## src/rtl/iceboard_status_pkg.sv

```systemverilog
// Shared constants, frame layout and receiver state encoding for the iceboard
// status frame receiver.
package iceboard_status_pkg;

  localparam logic [7:0] SYNC_BYTE   = 8'h55;
  localparam int         PAYLOAD_LEN = 14;
  localparam int         FRAME_LEN   = 17;
  localparam int         SHADOW_W    = PAYLOAD_LEN * 8;

  localparam int POS_OFF  = 0;
  localparam int VEL_OFF  = 4;
  localparam int DISP_OFF = 8;
  localparam int CUR_OFF  = 12;

  typedef enum logic [1:0] {HUNT, ID, PAYLOAD, CHECK} rx_state_e;

  // The shadow buffer shifts in at the LSB end, so payload byte 0 ends up in
  // the top byte once all PAYLOAD_LEN bytes have arrived.
  function automatic logic [31:0] field32(input logic [SHADOW_W-1:0] shadow,
                                          input int off);
    return shadow[(PAYLOAD_LEN-off-4)*8 +: 32];
  endfunction

  function automatic logic [15:0] field16(input logic [SHADOW_W-1:0] shadow,
                                          input int off);
    return shadow[(PAYLOAD_LEN-off-2)*8 +: 16];
  endfunction

endpackage

```

## src/rtl/status_rx_timeout.sv

```systemverilog
// Inter-byte idle counter: pulses timeout_o when the receiver has been inside a
// frame for TIMEOUT_CYCLES clocks without a byte.
module status_rx_timeout #(
  parameter int TIMEOUT_CYCLES = 13_020
) (
  input  logic clock,
  input  logic reset,
  input  logic active_i,
  input  logic activity_i,
  output logic timeout_o
);

  localparam int CNT_W = $clog2(TIMEOUT_CYCLES + 1);

  logic [CNT_W-1:0] cnt_q, cnt_d;

  // A byte arriving on the limit cycle wins over the timeout.
  assign timeout_o = active_i && !activity_i &&
                     (cnt_q == CNT_W'(TIMEOUT_CYCLES - 1));

  always_comb begin
    cnt_d = cnt_q + CNT_W'(1);
    if (!active_i || activity_i || timeout_o) cnt_d = '0;
  end

  always_ff @(posedge clock or posedge reset) begin
    if (reset) cnt_q <= '0;
    else       cnt_q <= cnt_d;
  end

endmodule

```

## src/rtl/iceboard_status_rx.sv

```systemverilog
// Parses 17-byte iceboard status frames into per-motor status registers.
// Define ICEBOARD_STATUS_RX_TIMEOUT_EN to abort frames stalled for TIMEOUT_CYCLES.
module iceboard_status_rx
  import iceboard_status_pkg::*;
#(
  parameter int NUMBER_OF_MOTORS = 6,
  parameter int TIMEOUT_CYCLES   = 13_020
) (
  input  logic               clock,
  input  logic               reset,
  input  logic [7:0]         rx_data,
  input  logic               rx_valid,
  output logic signed [31:0] position     [NUMBER_OF_MOTORS],
  output logic signed [31:0] velocity     [NUMBER_OF_MOTORS],
  output logic signed [31:0] displacement [NUMBER_OF_MOTORS],
  output logic signed [15:0] current      [NUMBER_OF_MOTORS],
  output logic               update_strobe,
  output logic [7:0]         update_motor,
  output logic [15:0]        frame_ok_count,
  output logic [15:0]        frame_err_count
);

  rx_state_e             state_q, state_d;
  logic [7:0]            id_q, id_d;
  logic [7:0]            sum_q, sum_d;
  logic [3:0]            idx_q, idx_d;
  logic [SHADOW_W-1:0]   shadow_q, shadow_d;
  logic signed [31:0]    position_q     [NUMBER_OF_MOTORS];
  logic signed [31:0]    velocity_q     [NUMBER_OF_MOTORS];
  logic signed [31:0]    displacement_q [NUMBER_OF_MOTORS];
  logic signed [15:0]    current_q      [NUMBER_OF_MOTORS];
  logic                  strobe_q;
  logic [7:0]            motor_q;
  logic [15:0]           ok_q, err_q;
  logic                  commit, reject, timeout, id_ok, sum_ok;

  assign id_ok  = (int'(id_q) < NUMBER_OF_MOTORS);
  assign sum_ok = (sum_q == rx_data);

`ifdef ICEBOARD_STATUS_RX_TIMEOUT_EN
  status_rx_timeout #(
    .TIMEOUT_CYCLES(TIMEOUT_CYCLES)
  ) u_timeout (
    .clock      (clock),
    .reset      (reset),
    .active_i   (state_q != HUNT),
    .activity_i (rx_valid),
    .timeout_o  (timeout)
  );
`else
  logic unused_timeout_cfg;
  assign unused_timeout_cfg = ^TIMEOUT_CYCLES;
  assign timeout = 1'b0;
`endif

  always_comb begin
    state_d  = state_q;
    id_d     = id_q;
    sum_d    = sum_q;
    idx_d    = idx_q;
    shadow_d = shadow_q;
    commit   = 1'b0;
    reject   = 1'b0;
    if (timeout) begin
      state_d = HUNT;
      reject  = 1'b1;
    end else if (rx_valid) begin
      case (state_q)
        HUNT: if (rx_data == SYNC_BYTE) state_d = ID;
        ID: begin
          id_d    = rx_data;
          sum_d   = rx_data;
          idx_d   = 4'd0;
          state_d = PAYLOAD;
        end
        // Sync bytes are plain data here; only the byte count ends the payload.
        PAYLOAD: begin
          shadow_d = {shadow_q[SHADOW_W-9:0], rx_data};
          sum_d    = sum_q + rx_data;
          idx_d    = idx_q + 4'd1;
          if (idx_q == 4'(PAYLOAD_LEN - 1)) state_d = CHECK;
        end
        CHECK: begin
          commit  = sum_ok && id_ok;
          reject  = !(sum_ok && id_ok);
          state_d = HUNT;
        end
        default: state_d = HUNT;
      endcase
    end
  end

  always_ff @(posedge clock or posedge reset) begin
    if (reset) begin
      state_q  <= HUNT;
      id_q     <= '0;
      sum_q    <= '0;
      idx_q    <= '0;
      shadow_q <= '0;
      strobe_q <= 1'b0;
      motor_q  <= '0;
      ok_q     <= '0;
      err_q    <= '0;
      for (int m = 0; m < NUMBER_OF_MOTORS; m++) begin
        position_q[m]     <= '0;
        velocity_q[m]     <= '0;
        displacement_q[m] <= '0;
        current_q[m]      <= '0;
      end
    end else begin
      state_q  <= state_d;
      id_q     <= id_d;
      sum_q    <= sum_d;
      idx_q    <= idx_d;
      shadow_q <= shadow_d;
      strobe_q <= commit;
      if (commit) motor_q <= id_q;
      if (commit) ok_q    <= ok_q + 16'd1;
      if (reject) err_q   <= err_q + 16'd1;
      for (int m = 0; m < NUMBER_OF_MOTORS; m++) begin
        if (commit && id_q == 8'(m)) begin
          position_q[m]     <= field32(shadow_q, POS_OFF);
          velocity_q[m]     <= field32(shadow_q, VEL_OFF);
          displacement_q[m] <= field32(shadow_q, DISP_OFF);
          current_q[m]      <= field16(shadow_q, CUR_OFF);
        end
      end
    end
  end

  assign position        = position_q;
  assign velocity        = velocity_q;
  assign displacement    = displacement_q;
  assign current         = current_q;
  assign update_strobe   = strobe_q;
  assign update_motor    = motor_q;
  assign frame_ok_count  = ok_q;
  assign frame_err_count = err_q;

endmodule
```

## config.mk

```make
export PLATFORM = sky130hd
export DESIGN_NAME = iceboard_status_rx
export DESIGN_NICKNAME = d
export VERILOG_FILES = /design/src/rtl/iceboard_status_pkg.sv /design/src/rtl/status_rx_timeout.sv /design/src/rtl/iceboard_status_rx.sv
export SDC_FILE = /design/constraint.sdc
export NUM_CORES = 1
export LEC_CHECK = 0
export BUFFER_PORTS_ARGS = -buffer_cell sky130_fd_sc_hd__buf_2
export CORE_MARGIN = 8
export CORE_UTILIZATION = 30
export DETAILED_ROUTE_END_ITERATION = 12
export SYNTH_ARGS = -nofsm -noshare
export SYNTH_HDL_FRONTEND = slang
export SYNTH_HIERARCHICAL = 1
export SYNTH_SLANG_ARGS = --single-unit
```

## constraint.sdc

```tcl
create_clock -name clock -period 38.4 [get_ports clock]
set_clock_uncertainty 0.1 [all_clocks]
set_input_delay 1.92 -clock clock [delete_from_list [all_inputs] [get_ports clock]]
set_output_delay 1.92 -clock clock [all_outputs]
set_load 0.02 [all_outputs]
```

==> results of run 1 <==
[worst min-delay path by stage]
stage,slack (ps),startpoint,to,depth (start not counted)
after floorplan,350,id_q[7],id_q[7],2
after global placement,350,frame_ok_count[15],frame_ok_count[15],1
after detailed placement,360,frame_ok_count[15],frame_ok_count[15],1
after CTS,370,frame_ok_count[15],frame_ok_count[15],1
after global routing,390,velocity[15],velocity[15],1
final,370,frame_err_count[15],frame_err_count[15],1
[kinds of logic (layout without fill, tap and decap cells)]
group	after synthesis	in the layout
XOR/XNOR	33	33
multiplexers	796	796
buffers and inverters	106	929
other	0	2
AND/OR/NAND/NOR	117	117
adder cells (fa/ha/maj)	17	17
AO/OA/AOI/OAI	42	42
flip-flops	847	847
[worst max-delay path: cells and delay by family]
kind	cells	cell delay, ps
buffers and inverters	3	1150
and+or+nand+nor	5	2040
muxes	1	390
adders and majority gates	1	340
[metal layers]
layer / track usage [%] / up-vias / part of all wire (%)
met1: 19.94 / 10179 / 42
met5: 0 / - / 0
li1: - / 8457 / -
met2: 24.45 / 619 / 46
met4: 5.593 / 0 / 3.5
met3: 5.005 / 153 / 8.1
[registers in the layout, indices dropped and copies added (netlist names)]
register	flops
shadow_q	112
current	96
position	192
velocity	192
frame_err_count	16
frame_ok_count	16
update_motor	8
idx_q	4
update_strobe	1
displacement	192
state_q	2
sum_q	8
id_q	8
[metrics by stage]
step                cells  worst slack [ps]  cell area, um^2  utilization [%]  hold slack, ps
floorplan            1958             12580            32240                -           351.2
global placement     4015             32140            37260            34.85           351.3
detailed placement   4015             32100            37260            34.85           357.0
CTS                  4184             32850            40480            37.86           368.4
global route         4186             32650            40480            37.87           392.2
finish               4186             32860            40480            37.87           366.1
[cells in the final DEF (no fill, tap or decap), types with 17 or more instances in the layout]
cell and instances:
mux2_2 542, clkbuf_8 25, dfrtp_1 847, buf_2 723, nand2_1 46, mux2_1 247
clkbuf_16 94, buf_4 25, clkbuf_1 17, o21ai_0 23, xnor2_1 27
[area by class of cell]
class	count	area, um^2	area share [%]
sequential	847	21200	52.36
multi-input combinational	1005	10410	25.72
timing repair buffer	750	3846	9.501
clock buffer	136	2760	6.818
tap	1403	1755	4.336
clock inverter	33	460.4	1.137
inverter	10	45.04	0.1113
antenna	2	5.005	0.01236
[power by group]
group / internal [uW] / switching (uW)
Sequential: 939 / 132
Clock: 560 / 366
Combinational: 74.6 / 81.8
==> tab_implementation.tex, run 1 <==
\begin{tabular}{lr}
\hline
Metric & Value \\
\hline
\multicolumn{2}{l}{\textbf{Power}} \\
Power per unit of standard cell area & 53.18 mW/mm\^{}2 \\
Tot Pwr & 2153 uW \\
Peak supply drop & 0.03463 mV \\
Leakage power summed over all cells & 0.02267 uW \\
\multicolumn{2}{l}{\textbf{Setup path}} \\
Critical path launch point & rx\_data[6] \\
Startpoint of the most critical register-to-register path & sum\_q[6] \\
Endpoint of the most critical setup path & velocity[156] \\
Peak fanout along the critical path & 45 \\
Slowest stage cell, crit path & nor4b\_4 \\
Crit path cell chain & buf\_2 > ha\_1 > nor4\_1 > nand3\_1 > nor2\_1 > nand3\_2 > nor4b\_4 > buf\_4 > buf\_4 > mux2\_1 \\
Data required time at the worst endpoint & 38,810 ps \\
R2R Setup Slk & 33,890 ps \\
Crit path arrival time & 5950 ps \\
Worst Setup Path Type & input pin to flip-flop \\
Top cell by count, worst path & buf\_4 \\
Kind of end point of the critical path & flip-flop \\
Worst-case reg-to-reg path depth & 9 \\
CP max stage delay & 980 ps \\
Type of element launching the critical path & input pin \\
Reg-to-reg endpoint & velocity[156] \\
\multicolumn{2}{l}{\textbf{CTS}} \\
Number of hold buffers added after cts & 0 \\
Clock slew at reported path FFs & 60 ps \\
Num CTS Buffers & 92 \\
Number of setup buffers added after CTS & 0 \\
Level count of the clock H-tree & 3 \\
Total number of clock tree sinks & 847 \\
Clock latency reported for the late side of the worst-skew pair & 650 ps \\
Longest Clk Path Bufs & 3 \\
Clock root cell & clkbuf\_16 \\
Clock tree from TritonCTS & yes \\
CTS-repair resized insts & 0 \\
\multicolumn{2}{l}{\textbf{Synth}} \\
Mapped Nets & 1,986 \\
Proportion of synthesized area in mux cells & 27.78\% \\
Share of flip-flops with an asynchronous set or reset after synthesis & 100.0\% \\
Dominant cell type by area after synthesis & dfrtp\_1 \\
Synthesized netlist cell count & 1,958 \\
Flip-flop cell with the highest count after synthesis & dfrtp\_1 \\
Complex-gate fraction of the synthesized area & 0.8073\% \\
Post-synth top cells & dfrtp\_1 (847), mux2\_2 (542), mux2\_1 (247) \\
Synth Area per Inst & 16.46 um\^{}2 \\
Yosys reg bits & 847 \\
Combinational family with the most area after synthesis & multiplexers \\
Number of synthesized flops with an enable pin & 0 \\
Adder and majority gate portion of the synthesized area & 0.6831\% \\
Netlist Area Pre-Place & 0.03224 mm\^{}2 \\
Area share of and/or/nand/nor cells after synthesis & 1.964\% \\
Most instantiated library cell after synthesis & dfrtp\_1 \\
Library cells used by synthesis & 46 \\
Top cells by area, synth & dfrtp\_1 (66\%), mux2\_2 (19\%), mux2\_1 (8.6\%) \\
Warning count from the yosys run & 6 \\
Yosys top cell area share & 65.75\% \\
Xor/xnor share of the synthesized area & 0.8965\% \\
Portion of the post-synthesis area used by sequential elements & 65.75\% \\
\multicolumn{2}{l}{\textbf{Final layout}} \\
Fill count & 10,255 \\
Share of layout cells above drive strength 1 & 52.28\% \\
Area growth syn-to-layout & 25.57\% \\
Layout net count & 2,734 \\
\multicolumn{2}{l}{\textbf{Global routing}} \\
Residual overflow from global routing & 0 \\
Number of antenna violations at the first check in global routing & 9 \\
Total Routing Usage GR & 15.50\% \\
Global-route wire length before repair & 139,600 um \\
Via count of the first global-routing pass & 20,298 \\
Maximum number of pins on one net before global-route repair & 167 \\
\multicolumn{2}{l}{\textbf{Flow run}} \\
Number of max-capacitance violations reported & 0 \\
\multicolumn{2}{l}{\textbf{Timing}} \\
Setup TNS & 0 ps \\
Setup repair after global routing missed its margin & false \\
Final hold violations & 0 \\
Count of final setup violators & 0 \\
Count of pins over their slew limit & 0 \\
Worst-case headroom to the max-slew limit & 30.34\% \\
Final min period & 5545 ps \\
Highest clock frequency the design can meet & 0.1803 GHz \\
Fin crit share & 14.44\% \\
Transition time at the pin with the least slew margin & 1045 ps \\
\multicolumn{2}{l}{\textbf{Floorplan}} \\
Area enclosed by the die boundary & 0.1182 mm\^{}2 \\
Horizontal extent of the die & 343.8 um \\
Core footprint & 0.1069 mm\^{}2 \\
Die span in y & 343.8 um \\
Effective utilization at floorplan & 30.16\% \\
Site Rows & 120 \\
Boundary pin count & 724 \\
\multicolumn{2}{l}{\textbf{Detailed routing}} \\
Routed WL per cell & 22.65 um \\
Number of vias per cell & 4.636 \\
Via count of the routed design & 19,408 \\
Remaining number of nets flagged by the antenna check after routing & 0 \\
Iteration count of the initial detailed-routing pass & 4 \\
DRT iter0 DRCs & 934 \\
Remaining routing DRC violations & 0 \\
Wirelength, routed & 94,810 um \\
\multicolumn{2}{l}{\textbf{Place}} \\
DPL Wire Length & 66,060 um \\
Final weighted congestion in routability-driven placement & 0.7831 \\
Input/output buffers & 723 \\
\multicolumn{2}{l}{\textbf{Run status}} \\
Result of the run & complete, no violations \\
\multicolumn{2}{l}{\textbf{Worst hold path}} \\
Worst min-delay path class & flip-flop to flip-flop \\
\hline
\end{tabular}
(Power assumes the default switching activity.)
==> inputs of run 2 (changes only) <==
--- a/config.mk
+++ b/config.mk
@@ -5,6 +5,7 @@
 export SDC_FILE = /design/constraint.sdc
 export NUM_CORES = 1
 export LEC_CHECK = 0
+export ABC_AREA = 1
 export BUFFER_PORTS_ARGS = -buffer_cell sky130_fd_sc_hd__buf_2
 export CORE_MARGIN = 8
 export CORE_UTILIZATION = 30
==> constraint.sdc (replaced) <==
create_clock -name clock -period 4.7 [get_ports clock]
set_clock_uncertainty 0.1 [all_clocks]
set_input_delay 0.235 -clock clock [delete_from_list [all_inputs] [get_ports clock]]
set_output_delay 0.235 -clock clock [all_outputs]
set_load 0.02 [all_outputs]
==> tab_implementation.tex, run 2 <==
\begin{tabular}{lr}
\hline
Metric & Value \\
\hline
\multicolumn{2}{l}{\textbf{Setup path}} \\
Data required time at the worst endpoint & 5190 ps \\
Crit path arrival time & 3740 ps \\
Type of element launching the critical path & flip-flop \\
Kind of end point of the critical path & flip-flop \\
Peak fanout along the critical path & 167 \\
Worst Setup Path Type & flip-flop to flip-flop \\
\multicolumn{2}{l}{\textbf{Synth}} \\
Most instantiated library cell after synthesis & nand2\_1 \\
Portion of the post-synthesis area used by sequential elements & 58.63\% \\
Number of synthesized flops with an enable pin & 0 \\
Warning count from the yosys run & 6 \\
Top cells by area, synth & dfrtp\_1 (59\%), nand2\_1 (14\%), inv\_1 (8.0\%) \\
Dominant cell type by area after synthesis & dfrtp\_1 \\
Post-synth top cells & nand2\_1 (1,334), dfrtp\_1 (847), inv\_1 (771) \\
Yosys reg bits & 847 \\
Library cells used by synthesis & 29 \\
Yosys top cell area share & 58.63\% \\
Synthesized netlist cell count & 4,515 \\
Flip-flop cell with the highest count after synthesis & dfrtp\_1 \\
Netlist Area Pre-Place & 0.03615 mm\^{}2 \\
Synth Area per Inst & 8.006 um\^{}2 \\
Mapped Nets & 4,543 \\
Share of flip-flops with an asynchronous set or reset after synthesis & 100.0\% \\
\multicolumn{2}{l}{\textbf{Final layout}} \\
Share of layout cells above drive strength 1 & 18.33\% \\
Area growth syn-to-layout & 23.80\% \\
Antenna cell count & 0 \\
Most common cell after layout, fill and taps aside & nand2\_1 \\
Non-filler cells in the finished layout & 6,822 \\
Leading cell types in the layout, fill and taps excluded & nand2\_1 (1,330), dfrtp\_1 (847), inv\_1 (769) \\
Layout net count & 5,155 \\
\multicolumn{2}{l}{\textbf{Timing}} \\
Final hold violations & 0 \\
Count of final setup violators & 0 \\
Setup TNS & 0 ps \\
Setup repair after global routing missed its margin & false \\
Count of pins over their slew limit & 0 \\
Transition time at the pin with the least slew margin & 1015 ps \\
Fin crit share & 69.17\% \\
Worst Hold Slack & 188.6 ps \\
Worst-case headroom to the max-slew limit & 32.34\% \\
Highest clock frequency the design can meet & 0.3076 GHz \\
Final min period & 3251 ps \\
\multicolumn{2}{l}{\textbf{Floorplan}} \\
Effective utilization at floorplan & 30.17\% \\
Core footprint & 0.1198 mm\^{}2 \\
Horizontal extent of the die & 363.1 um \\
Site Rows & 127 \\
Die span in y & 363.1 um \\
Boundary pin count & 724 \\
Area enclosed by the die boundary & 0.1319 mm\^{}2 \\
\multicolumn{2}{l}{\textbf{Place}} \\
Placed Cells & 6,629 \\
DPL Wire Length & 86,260 um \\
Final weighted congestion in routability-driven placement & 0.8172 \\
Input/output buffers & 723 \\
\multicolumn{2}{l}{\textbf{Power}} \\
Leakage power summed over all cells & 0.02765 uW \\
Power per unit of standard cell area & 426.0 mW/mm\^{}2 \\
Peak supply drop & 0.2538 mV \\
\multicolumn{2}{l}{\textbf{Global routing}} \\
Global-route wire length before repair & 189,900 um \\
Busiest grt layer & met2 \\
Residual overflow from global routing & 0 \\
Global Route met1 Usage & 23.81\% \\
Total Routing Usage GR & 18.63\% \\
Via count of the first global-routing pass & 29,056 \\
Global routing usage on met3 & 4.979\% \\
Met2 GRT Util & 30.74\% \\
Maximum number of pins on one net before global-route repair & 168 \\
Number of antenna violations at the first check in global routing & 3 \\
\multicolumn{2}{l}{\textbf{CTS}} \\
Level count of the clock H-tree & 3 \\
Clock root cell & clkbuf\_16 \\
Clock latency reported for the late side of the worst-skew pair & 650 ps \\
Num CTS Buffers & 97 \\
Clock slew at reported path FFs & 60 ps \\
Number of setup buffers added after CTS & 0 \\
Clock tree from TritonCTS & yes \\
Total number of clock tree sinks & 847 \\
Longest Clk Path Bufs & 3 \\
\multicolumn{2}{l}{\textbf{Worst hold path}} \\
Worst min-delay path class & input pin to async pin \\
\multicolumn{2}{l}{\textbf{Run status}} \\
Result of the run & complete, no violations \\
\multicolumn{2}{l}{\textbf{Detailed routing}} \\
Iteration count of the initial detailed-routing pass & 5 \\
DRT iter0 DRCs & 2,243 \\
Routed WL per cell & 18.61 um \\
Remaining routing DRC violations & 0 \\
Via count of the routed design & 29,859 \\
Remaining number of nets flagged by the antenna check after routing & 0 \\
Wirelength, routed & 126,900 um \\
Number of vias per cell & 4.377 \\
\multicolumn{2}{l}{\textbf{Flow run}} \\
Number of max-capacitance violations reported & 0 \\
\hline
\end{tabular}
-- run 2: changes by cell type in the layout (fill, tap and decap cells not counted), sizes merged, moves of 23 or more --
cell / previous run / this run
nor2: 7 / 723
mux2: 789 / 0
nand2: 47 / 1334
inv: 15 / 778
nand3: 16 / 359
o21ai: 23 / 123
buf: 750 / 773
-- run 2: final timing paths --
| kind | startpoint | to | slack (ps) | cells past startpoint |
|---|---|---|---|---|
| worst max register to register | sum_q[5] | displacement[20] | 1450 | 10 |
| worst min register to register | velocity[96] | velocity[96] | 360 | 2 |
| max in group asynchronous | reset | displacement[181] | 2980 | 4 |
| worst max-delay path | sum_q[5] | displacement[20] | 1450 | 10 |
| min in group clock | rx_data[1] | sum_q[1] | 340 | 4 |
| worst min-delay path | reset | position[83] | 190 | 3 |
-- run 2: per-stage QoR --
step / total power (uW) / setup slack [ps] / utilization (%) / instance area (um^2)
CTS: 19310 / 1479 / 37.35 / 44750
global route: 19870 / 1170 / 37.35 / 44750
detailed placement: 11050 / 1481 / 34.37 / 41180
global placement: 11010 / 1500 / 34.37 / 41180
floorplan: 9844 / -7273 / - / 36150
finish: 19070 / 1449 / 37.35 / 44750
-- run 2: cell type report --
type	count	area (um^2)
fillers	12297	75060
clock inverters	43	583.1
repair buffers	784	4254
inverters	775	2915
clock buffers	139	2880
multi-input cells	2622	10910
flip-flops and latches	847	21200
well taps	1612	2017
-- run 2: kinds of logic (layout without fill, tap and decap cells) --
kind of cell	after synthesis	count (layout)	share of synthesized area (%)
adders and majority gates	17	17	0.6092
buffers and inverters	1046	1741	11.35
and+or+nand+nor	2443	2443	26.89
AOI/OAI and AO/OA	138	138	1.942
xor gates and xnor gates	24	24	0.5815
DFF	847	847	58.63
-- run 2: repair_timing --
| action | in CTS | in global routing |
|---|---|---|
| gates resized for setup | 0 | 0 |
| hold buffers | 11 | 0 |
| hold endpoints to repair | 43 | 0 |
-- run 2: critical path: stages (launching register included) --
cell and delay (ps):
dfrtp_1 380, ha_1 360, nor2_1 140, nand3_1 120, nor2_2 240, nand2_1 150, nor2_4 190, buf_4 420
buf_12 520, nand3_1 170, nand2_1 120
-- run 2: where the power goes --
group | leakage, uW | internal (uW) | switching [uW]
combinational | 0.0160 | 467 | 1180
sequential | 0.00993 | 7750 | 1500
clock | 0.00170 | 4980 | 3190
-- run 2: routing by layer --
| layer | vias up | part of all wire, % |
|---|---|---|
| li1 | 14502 | - |
| met2 | 952 | 47 |
| met3 | 189 | 7.9 |
| met5 | - | 0 |
| met1 | 14216 | 42 |
| met4 | 0 | 3.0 |
